`config.mk`:
```
export PLATFORM = sky130hd
export DESIGN_NAME = combo_lock_param
export DESIGN_NICKNAME = d
export VERILOG_FILES = /design/src/rtl/combo_lock_param.sv
export SDC_FILE = /design/constraint.sdc
export NUM_CORES = 1
export LEC_CHECK = 0
export BUFFER_PORTS_ARGS = -buffer_cell sky130_fd_sc_hd__buf_2
export CAP_MARGIN = 40
export CORE_AREA = 2 2 77 79
export DETAILED_ROUTE_END_ITERATION = 12
export DIE_AREA = 0 0 79 81
export GPL_TIMING_DRIVEN = 0
export PLACE_DENSITY = 0.75
export RECOVER_POWER = 100
export SLEW_MARGIN = 5
export SYNTH_ARGS = -nofsm -noshare
export SYNTH_HDL_FRONTEND = slang
export SYNTH_SLANG_ARGS = --single-unit
```
`constraint.sdc`:
```
create_clock -name CLOCK_50 -period 2.7 [get_ports CLOCK_50]
set_input_delay 0.135 -clock CLOCK_50 [delete_from_list [all_inputs] [get_ports CLOCK_50]]
set_output_delay 0.135 -clock CLOCK_50 [all_outputs]
set_load 0.05 [all_outputs]
```
`src/rtl/combo_lock_param.sv`:
```
// rtl/combo_lock_param.sv - parametrised combination lock with timeout, lockout and reprogramming
module combo_lock_param #(
  parameter int DIGIT_W = 4,
  parameter int NUM_DIGITS = 4,
  parameter logic [DIGIT_W*NUM_DIGITS-1:0] DEFAULT_CODE = {4'h8, 4'h4, 4'h2, 4'h1},
  parameter int MAX_FAILS = 3,
  parameter int LOCKOUT_CYCLES = 1000,
  parameter int TIMEOUT_CYCLES = 500,
  localparam int CNT_W = $clog2(NUM_DIGITS + 1)
) (
  input  logic               CLOCK_50,
  input  logic               RESET_N,
  input  logic               DIGIT_VALID,
  input  logic [DIGIT_W-1:0] DIGIT,
  input  logic               RELOCK,
  input  logic               PROG,
  output logic               OPEN,
  output logic               FAIL,
  output logic               LOCKOUT,
  output logic               PROGRAMMING,
  output logic [CNT_W-1:0]   DIGITS_ENTERED
);

  localparam int CODE_W  = DIGIT_W * NUM_DIGITS;
  localparam int FAIL_W  = $clog2(MAX_FAILS + 1);
  localparam int TMR_MAX = (LOCKOUT_CYCLES > TIMEOUT_CYCLES) ? LOCKOUT_CYCLES : TIMEOUT_CYCLES;
  localparam int TMR_W   = $clog2(TMR_MAX + 1);

  localparam logic [CNT_W-1:0]  LAST_IDX     = CNT_W'(NUM_DIGITS - 1);
  localparam logic [FAIL_W-1:0] FAIL_LIMIT   = FAIL_W'(MAX_FAILS);
  localparam logic [TMR_W-1:0]  TIMEOUT_LAST = TMR_W'(TIMEOUT_CYCLES - 1);
  localparam logic [TMR_W-1:0]  LOCKOUT_LAST = TMR_W'(LOCKOUT_CYCLES - 1);

  typedef enum logic [2:0] {
    S_IDLE    = 3'd0,
    S_ENTRY   = 3'd1,
    S_OPEN    = 3'd2,
    S_PROGRAM = 3'd3,
    S_LOCKOUT = 3'd4
  } state_t;

  state_t              state, state_n;
  logic [CODE_W-1:0]   code, code_n;
  logic [CODE_W-1:0]   shadow, shadow_n, shadow_wr;
  logic [CNT_W-1:0]    cnt, cnt_n, idx;
  logic                mism, mism_n, miss, accept, fail_n;
  logic [FAIL_W-1:0]   fails, fails_n, fails_inc;
  logic [TMR_W-1:0]    timer, timer_n;

  // Digit i of a code; digit 0 lives in the MSBs.
  function automatic logic [DIGIT_W-1:0] digit_at(input logic [CODE_W-1:0] v,
                                                  input logic [CNT_W-1:0] i);
    logic [DIGIT_W-1:0] r;
    r = '0;
    for (int k = 0; k < NUM_DIGITS; k++)
      if (int'(i) == k) r = v[(NUM_DIGITS-1-k)*DIGIT_W +: DIGIT_W];
    return r;
  endfunction

  // Copy of a code with digit slot i replaced by d.
  function automatic logic [CODE_W-1:0] with_digit(input logic [CODE_W-1:0] v,
                                                   input logic [CNT_W-1:0] i,
                                                   input logic [DIGIT_W-1:0] d);
    logic [CODE_W-1:0] r;
    r = v;
    for (int k = 0; k < NUM_DIGITS; k++)
      if (int'(i) == k) r[(NUM_DIGITS-1-k)*DIGIT_W +: DIGIT_W] = d;
    return r;
  endfunction

  // Next-state logic; a verdict is only produced once the last digit arrives.
  always_comb begin
    state_n   = state;
    code_n    = code;
    shadow_n  = shadow;
    cnt_n     = cnt;
    mism_n    = mism;
    fails_n   = fails;
    timer_n   = timer;
    fail_n    = 1'b0;
    accept    = 1'b0;
    idx       = (state == S_ENTRY) ? cnt : '0;
    miss      = (DIGIT != digit_at(code, idx)) || ((state == S_ENTRY) && mism);
    shadow_wr = with_digit(shadow, cnt, DIGIT);
    fails_inc = (fails == FAIL_LIMIT) ? fails : fails + 1'b1;

    case (state)
      S_IDLE: begin
        if (!RELOCK && DIGIT_VALID) accept = 1'b1;
      end
      S_ENTRY: begin
        if (RELOCK) begin
          state_n = S_IDLE;
          cnt_n   = '0;
          mism_n  = 1'b0;
          timer_n = '0;
        end else if (DIGIT_VALID) begin
          accept = 1'b1;
        end else if (timer == TIMEOUT_LAST) begin
          state_n = S_IDLE;
          cnt_n   = '0;
          mism_n  = 1'b0;
          timer_n = '0;
        end else begin
          timer_n = timer + 1'b1;
        end
      end
      S_OPEN: begin
        if (RELOCK) begin
          state_n = S_IDLE;
        end else if (PROG) begin
          state_n  = S_PROGRAM;
          cnt_n    = '0;
          shadow_n = code;
        end
      end
      S_PROGRAM: begin
        if (RELOCK) begin
          state_n  = S_IDLE;
          cnt_n    = '0;
          shadow_n = code;
        end else if (DIGIT_VALID) begin
          if (cnt == LAST_IDX) begin
            code_n  = shadow_wr;
            state_n = S_OPEN;
            cnt_n   = '0;
          end else begin
            shadow_n = shadow_wr;
            cnt_n    = cnt + 1'b1;
          end
        end
      end
      S_LOCKOUT: begin
        if (timer == LOCKOUT_LAST) begin
          state_n = S_IDLE;
          timer_n = '0;
          fails_n = '0;
        end else begin
          timer_n = timer + 1'b1;
        end
      end
      default: begin
        state_n = S_IDLE;
        cnt_n   = '0;
        mism_n  = 1'b0;
        timer_n = '0;
      end
    endcase

    if (accept) begin
      timer_n = '0;
      if (idx == LAST_IDX) begin
        cnt_n  = '0;
        mism_n = 1'b0;
        if (!miss) begin
          state_n = S_OPEN;
          fails_n = '0;
        end else begin
          fail_n  = 1'b1;
          fails_n = fails_inc;
          state_n = (fails_inc == FAIL_LIMIT) ? S_LOCKOUT : S_IDLE;
        end
      end else begin
        state_n = S_ENTRY;
        cnt_n   = idx + 1'b1;
        mism_n  = miss;
      end
    end
  end

  // State, code storage and registered outputs.
  always_ff @(posedge CLOCK_50) begin
    if (!RESET_N) begin
      state          <= S_IDLE;
      code           <= DEFAULT_CODE;
      shadow         <= DEFAULT_CODE;
      cnt            <= '0;
      mism           <= 1'b0;
      fails          <= '0;
      timer          <= '0;
      OPEN           <= 1'b0;
      FAIL           <= 1'b0;
      LOCKOUT        <= 1'b0;
      PROGRAMMING    <= 1'b0;
      DIGITS_ENTERED <= '0;
    end else begin
      state          <= state_n;
      code           <= code_n;
      shadow         <= shadow_n;
      cnt            <= cnt_n;
      mism           <= mism_n;
      fails          <= fails_n;
      timer          <= timer_n;
      OPEN           <= (state_n == S_OPEN) || (state_n == S_PROGRAM);
      FAIL           <= fail_n;
      LOCKOUT        <= (state_n == S_LOCKOUT);
      PROGRAMMING    <= (state_n == S_PROGRAM);
      DIGITS_ENTERED <= ((state_n == S_ENTRY) || (state_n == S_PROGRAM)) ? cnt_n : '0;
    end
  end

endmodule

```
==> impl_metrics.toml, run 1 <==
[run_status]
status = "finished, violations left"
violations = "setup timing"

[timing]
fin_setup_tns_ns = -0.02145
skew_ns = 0.008395
grt_setup_unrepaired = "yes"
max_slew_margin = 0.5884
fin_crit_sh = 1.006
setup_slack_ns = -0.01577
drv_slew = 0
fin_crit_ns = 2.716
fmaxAchievable_mhz = 368.2
hold_violations = 0
finalSetupViolations = 2
tightest_slew_ns = 0.6118

[clocking]
cts_buffers = 5
clkLatencyLatePin_ns = 0.31
h-tree-depth = 2
cts_tree = "done"
clkTransAtPathRegs_ns = 0.10
hold_buffers = 0
cts.sinks = 54
cts_max_path_buffers = 2
cts_root_buf = "clkbuf_8"

[placed_design]
dp.cells = 462
globalplace.congestion = 0.9073
place_hpwl_mm = 5.287
portBuffers = 10

[pwr]
p_leak_nw = 1.163
p_sw_frac = 0.2444
peakVddDrop_mv = 0.2740
intPower_mw = 1.120
seqPwrFrac = 0.541
p_sw_mw = 0.3622
power_density_nw_per_um2 = 443.6
clkPwrFrac = 0.377
p_comb_frac = 0.082

[global_routing]
grt_start_max_net_pins = 19
antenna_found_initial = 0
grt_pass1_vias = 2582
grtUsageTotal = 0.2439
grt_overflow_total = 0
grt_first_pass_wirelength_mm = 12.38

[synth]
synth_most_common_cell = "nor2_1"
syn-num-nets = 393
synth-edff-count = 0
async_flop_share = 0
synthTopCellsByCount = "63 x nor2_1, 54 x dfxtp_1, 47 x nand2_1, 23 x a21oi_1, 21 x clkbuf_1"
yosysWarnings = 0
ys_top_cells_by_area = "dfxtp_1 37%, nor2_1 8.1%, nand2_1 6.1%"
ys_types = 52
ys_ff_latch = 54
syn_inst = 377
syn_area_per_cell_um2 = 7.710
synth_top_cell_area_share = 0.3719
synth-main-ff-cell = "dfxtp_1"
syn_area_um2 = 2907
yosys.area.top_type = "dfxtp_1"
synth-seq-area-share = 0.3719

[layout]
n_fill_cell = 532
diodes = 0
layout.nets = 420
layout-drive-gt1-share = 0.1111
instances_no_fill = 480
syn_to_final_growth_pct = 14.94

[drt]
drc = 0
num_vias = 2821
ant_nets = 0
post_drt_via_cell_ratio = 5.877
drt-total-wl_mm = 7.439
first_iter_violations = 190
drt_pre_antenna_iters = 6
wire_per_inst_um = 15.50

[critical_path]
crit_path_end_kind = "flip-flop"
worst_setup_path_start_kind = "flip-flop"
cp.depth = 11
critPathMaxStageDelay_ns = 0.42
crit_family = "simple AND/OR/NAND/NOR gates"
r2r_cells = 11
crit_chain = "or3b_1 > buf_6 > nor2_4 > inv_2 > ha_4 > nor3b_1 > a221oi_2 > xnor2_1 > nand4_2 > o32a_1 > nor2_1"
critPathMaxFanout = 8
worst-path-buf-inv = 2
critical_path_class = "flip-flop to flip-flop"
cp.required_ns = 2.95
slowest_stage = "o32a_1"
critPathArrivalTime_ns = 2.97

[floorplan]
initial_utilization = 0.5121
core-area_um2 = 5675
ios = 16
dieArea_um2 = 6399
die_h_um = 81
die_w_um = 79
num_rows = 28

[job]
maxCapViolCount = 0

[worst_hold_path]
min_path_cells = 2
hold_class = "input port to flip-flop"
-- worst register-to-register path: stages (launching register included) --
cell and delay, ns:
dfxtp_4 0.37, or3b_1 0.39, buf_6 0.14, nor2_4 0.14
inv_2 0.06, ha_4 0.18, nor3b_1 0.15, a221oi_2 0.31
xnor2_1 0.20, nand4_2 0.21, o32a_1 0.42, nor2_1 0.09
-- per-layer routing --
metal	vias up	global-route usage	wire length, um	part of all wire
li1	1392	-	-	-
met1	1328	0.3148	3390	0.46
met2	88	0.3983	3600	0.48
met3	13	0.04556	318	0.043
met4	0	0.1103	129	0.017
met5	-	0	0	0
-- final timing paths --
kind | slack (ns) | endpoint | from
max reg2reg | -0.02 | state[1] | state[1]
min reg2reg | 0.46 | code[1] | code[1]
min | 0.1 | PROGRAMMING | RELOCK
max | -0.02 | state[1] | state[1]
-- final cells by class --
type | count | area (um^2) | area share
Tap cell | 75 | 93.84 | 0.02809
Inverter | 12 | 45.04 | 0.01348
Clock buffer | 5 | 68.82 | 0.02060
Timing Repair Buffer | 20 | 116.4 | 0.03483
Sequential cell | 54 | 1092 | 0.3270
Buffer | 24 | 98.84 | 0.02959
Multi-Input combinational cell | 287 | 1778 | 0.5322
Clock inverter | 3 | 47.55 | 0.01423
-- repair_timing --
item                       in CTS  in global routing
buffers inserted                1                  9
gates resized for setup        11                 17
setup endpoints to repair       8                  8
pin swaps                       4                 10
-- sequential cells by signal, indices dropped and copies added (netlist names) --
register / flops
DIGITS_ENTERED: 3
FAIL: 1
LOCKOUT: 1
OPEN: 1
PROGRAMMING: 1
cnt: 3
code: 16
fails: 2
mism: 1
shadow: 12
state: 3
timer: 10
-- power groups by stage --
| stage | clock network [mW] | registers (mW) | logic, mW |
|---|---|---|---|
| after floorplan | 0 | 0.823 | 0.0734 |
| after detailed placement | 0 | 0.823 | 0.104 |
| final | 0.559 | 0.801 | 0.122 |
| after CTS | 0.578 | 0.804 | 0.107 |
| after global placement | 0 | 0.822 | 0.102 |
| after global routing | 0.610 | 0.802 | 0.132 |
-- cells by family (layout without fill, tap and decap cells) --
family / Yosys count / after routing / synth area share
AO/OA/AOI/OAI: 82 / 82 / 0.2041
adder cells (fa/ha/maj): 7 / 7 / 0.03013
AND/OR/NAND/NOR: 184 / 184 / 0.3035
flip-flops: 54 / 54 / 0.3719
buffers and inverters: 36 / 64 / 0.04735
multiplexers: 2 / 2 / 0.006888
XOR/XNOR: 12 / 12 / 0.03616
-- placed cells by master, fill, tap and decap left out, types with 5 or more instances in the layout --
cell type / Yosys / routed
nor2_1: 63 / 62
dfxtp_1: 54 / 51
nand2_1: 47 / 46
clkbuf_1: 21 / 28
a21oi_1: 23 / 21
nor3_1: 15 / 15
nor2b_1: 11 / 11
nand3_1: 10 / 10
buf_4: 0 / 10
o221a_1: 9 / 9
a311oi_1: 9 / 9
inv_1: 9 / 8
nand2b_1: 7 / 7
o21ai_0: 6 / 6
xnor2_1: 6 / 6
xor2_1: 6 / 6
o22ai_1: 5 / 5
ha_1: 7 / 5
clkbuf_8: 0 / 5
-- stage by stage --
stage	area, um^2	utilization	setup slack (ns)	power, mW	hold WS, ns
after floorplan	2907	-	0.1439	0.8965	0.2122
after global routing	3341	0.5886	-0.1158	1.544	0.09336
after detailed placement	3050	0.5375	-0.2080	0.9269	0.4352
after global placement	3050	0.5375	-0.2065	0.9245	0.4254
final	3341	0.5886	-0.01577	1.482	0.09856
after CTS	3214	0.5664	0.02796	1.489	0.08595
No activity file was read; power rests on OpenSTA's default activity.
==> run 2: changes to the inputs <==
--- a/config.mk
+++ b/config.mk
@@ -7,11 +7,11 @@
 export LEC_CHECK = 0
 export BUFFER_PORTS_ARGS = -buffer_cell sky130_fd_sc_hd__buf_2
 export CAP_MARGIN = 40
-export CORE_AREA = 2 2 77 79
+export CORE_AREA = 2 2 73 75
 export DETAILED_ROUTE_END_ITERATION = 12
-export DIE_AREA = 0 0 79 81
+export DIE_AREA = 0 0 75 77
 export GPL_TIMING_DRIVEN = 0
-export PLACE_DENSITY = 0.75
+export PLACE_DENSITY = 0.79
 export RECOVER_POWER = 100
 export SLEW_MARGIN = 5
 export SYNTH_ARGS = -nofsm -noshare
==> constraint.sdc (replaced) <==
create_clock -name CLOCK_50 -period 3.2 [get_ports CLOCK_50]
set_input_delay 0.16 -clock CLOCK_50 [delete_from_list [all_inputs] [get_ports CLOCK_50]]
set_output_delay 0.16 -clock CLOCK_50 [all_outputs]
set_load 0.05 [all_outputs]
==> run 2 against run 1 <==
  * The run now ends clean
  * Highest routed layer unchanged
  * Critical endpoint is now OPEN
  * Critical path depth stayed put
  * Global-route usage is 2.7 points higher
  * Critical path type unchanged
  * Hold slack better by 0.019 ns
==> impl_metrics.toml, run 2 (same netlist as run 1, synthesis figures left out) <==
[timing]
fmaxAchievable_mhz = 339.2
fin_setup_tns_ns = 0
tightest_slew_ns = 0.6641
max_slew_margin = 0.5532
finalSetupViolations = 0
setup_slack_ns = 0.2518
drv_slew = 0
hold_violations = 0
skew_ns = 0.01198
grt_setup_unrepaired = "no"
fin_crit_ns = 2.948
fin_crit_sh = 0.9213

[pwr]
peakVddDrop_mv = 0.2399
power_mw = 1.241
power_density_nw_per_um2 = 393.9
p_leak_nw = 1.107

[global_routing]
grt_overflow_total = 0
antenna_found_initial = 0
grtUsageTotal = 0.2706
grt_start_max_net_pins = 18
grt_first_pass_wirelength_mm = 12.21
grt_pass1_vias = 2588

[floorplan]
die_h_um = 77
die_w_um = 75
num_rows = 26
core-area_um2 = 4977
initial_utilization = 0.5840
dieArea_um2 = 5775
ios = 16

[layout]
layout_commonest_cell = "nor2_1"
largest_register_ffs = 16
n_fill_cell = 483
top_regs = "code: 16 flops, shadow: 12 flops, timer: 10 flops"
postLayoutCoreUtil = 0.6330
layout.nets = 410
fin_area_um2 = 3151
syn_to_final_growth_pct = 8.394
final_cell_mix = "63 x nor2_1, 54 x dfxtp_1, 47 x nand2_1"
regMostFlops = "code"
diodes = 0
layout-drive-gt1-share = 0.04557

[critical_path]
cp.required_ns = 3.46
worst_setup_path_start_kind = "flip-flop"
crit_path_end_kind = "flip-flop"
critical_path_class = "flip-flop to flip-flop"
r2r_cells = 11
critPathArrivalTime_ns = 3.21
r2r_slack_ns = 0.25
r2r_end = "OPEN"
critPathMaxFanout = 10
reg2reg_from = "state[0]"

[clocking]
cts_setup_buffers = 0
cts_max_path_buffers = 2
cts_tree = "done"
cts_root_buf = "clkbuf_8"
cts.sinks = 54
h-tree-depth = 2
clkLatencyLatePin_ns = 0.32
clkTransAtPathRegs_ns = 0.11
hold_buffers = 0
cts_buffers = 5

[drt]
drt-total-wl_mm = 7.330
first_iter_violations = 215
num_vias = 2817
drc = 0
drt_pre_antenna_iters = 5
ant_nets = 0
post_drt_via_cell_ratio = 6.058
wire_per_inst_um = 15.76

[job]
maxCapViolCount = 0

[placed_design]
portBuffers = 10
place_hpwl_mm = 5.243
globalplace.congestion = 0.9228
dpl_cell_area_um2 = 3044
place_ws_ns = 0.2103

[worst_hold_path]
min_from = "RELOCK"
hold_class = "input port to flip-flop"
min_to = "PROGRAMMING"
min_path_cells = 2

[run_status]
status = "finished clean"
[run 2: cell types whose count changed in the layout (fill, tap and decap cells not counted), moves of 3 or more]
cell,before,now
buf_4,10,0
a221oi_1,0,3
a221oi_2,3,0
a2bb2oi_1,0,3
a2bb2oi_2,3,0
dfxtp_1,51,54
dfxtp_4,3,0
[run 2: worst max path at each step]
stage                           to  depth (start not counted)     start
after floorplan            LOCKOUT                         11  state[0]
after global placement     LOCKOUT                         11  state[0]
after detailed placement  fails[0]                         11  state[0]
after CTS                 fails[0]                         11  state[0]
after global routing          OPEN                         11  state[0]
final                         OPEN                         11  state[0]
[run 2: metal layers]
layer | track usage | share of wire
met2 | 0.4456 | 0.49
met3 | 0.05388 | 0.060
met5 | 0 | 0
met1 | 0.3467 | 0.43
met4 | 0.09107 | 0.023
[run 2: final cells by class]
type                       instances  area, um^2  share of cell area
tap                               70       87.58             0.02780
inverter                          12       45.04             0.01430
sequential                        54        1081              0.3431
buffer                            24       92.59             0.02939
multi-input combinational        287        1690              0.5365
clock inverter                     3       43.79             0.01390
clock buffer                       5       68.82             0.02184
timing repair buffer              10       41.29             0.01311
[run 2: critical path, stage by stage (launching register included)]
cell and delay [ns]:
dfxtp_1 0.44, or3b_1 0.37, buf_2 0.19, nor2_1 0.15, ha_2 0.29, a21oi_1 0.10
a2bb2oi_1 0.14, a221oi_1 0.39, xnor2_1 0.18, nand4_2 0.20, o32a_1 0.36, nor2_1 0.09
[run 2: metrics by stage]
stage	instances	hold slack, ns
2_1_floorplan	377	0.2372
3_3_place_gp	457	0.4473
3_5_place_dp	457	0.4441
4_1_cts	465	0.1135
5_1_grt	465	0.1222
6_report	465	0.1175
[run 2: repair_timing]
action                                  in CTS  in global routing
gates resized for setup                      0                  2
endpoints found under the setup margin       0                  6
endpoints found under the hold margin        0                  0
[run 2: report_power, final]
group | internal [mW] | switching (mW) | total (mW)
registers | 0.675 | 0.00423 | 0.679
logic | 0.0263 | 0.0617 | 0.0880
clock network | 0.235 | 0.239 | 0.474
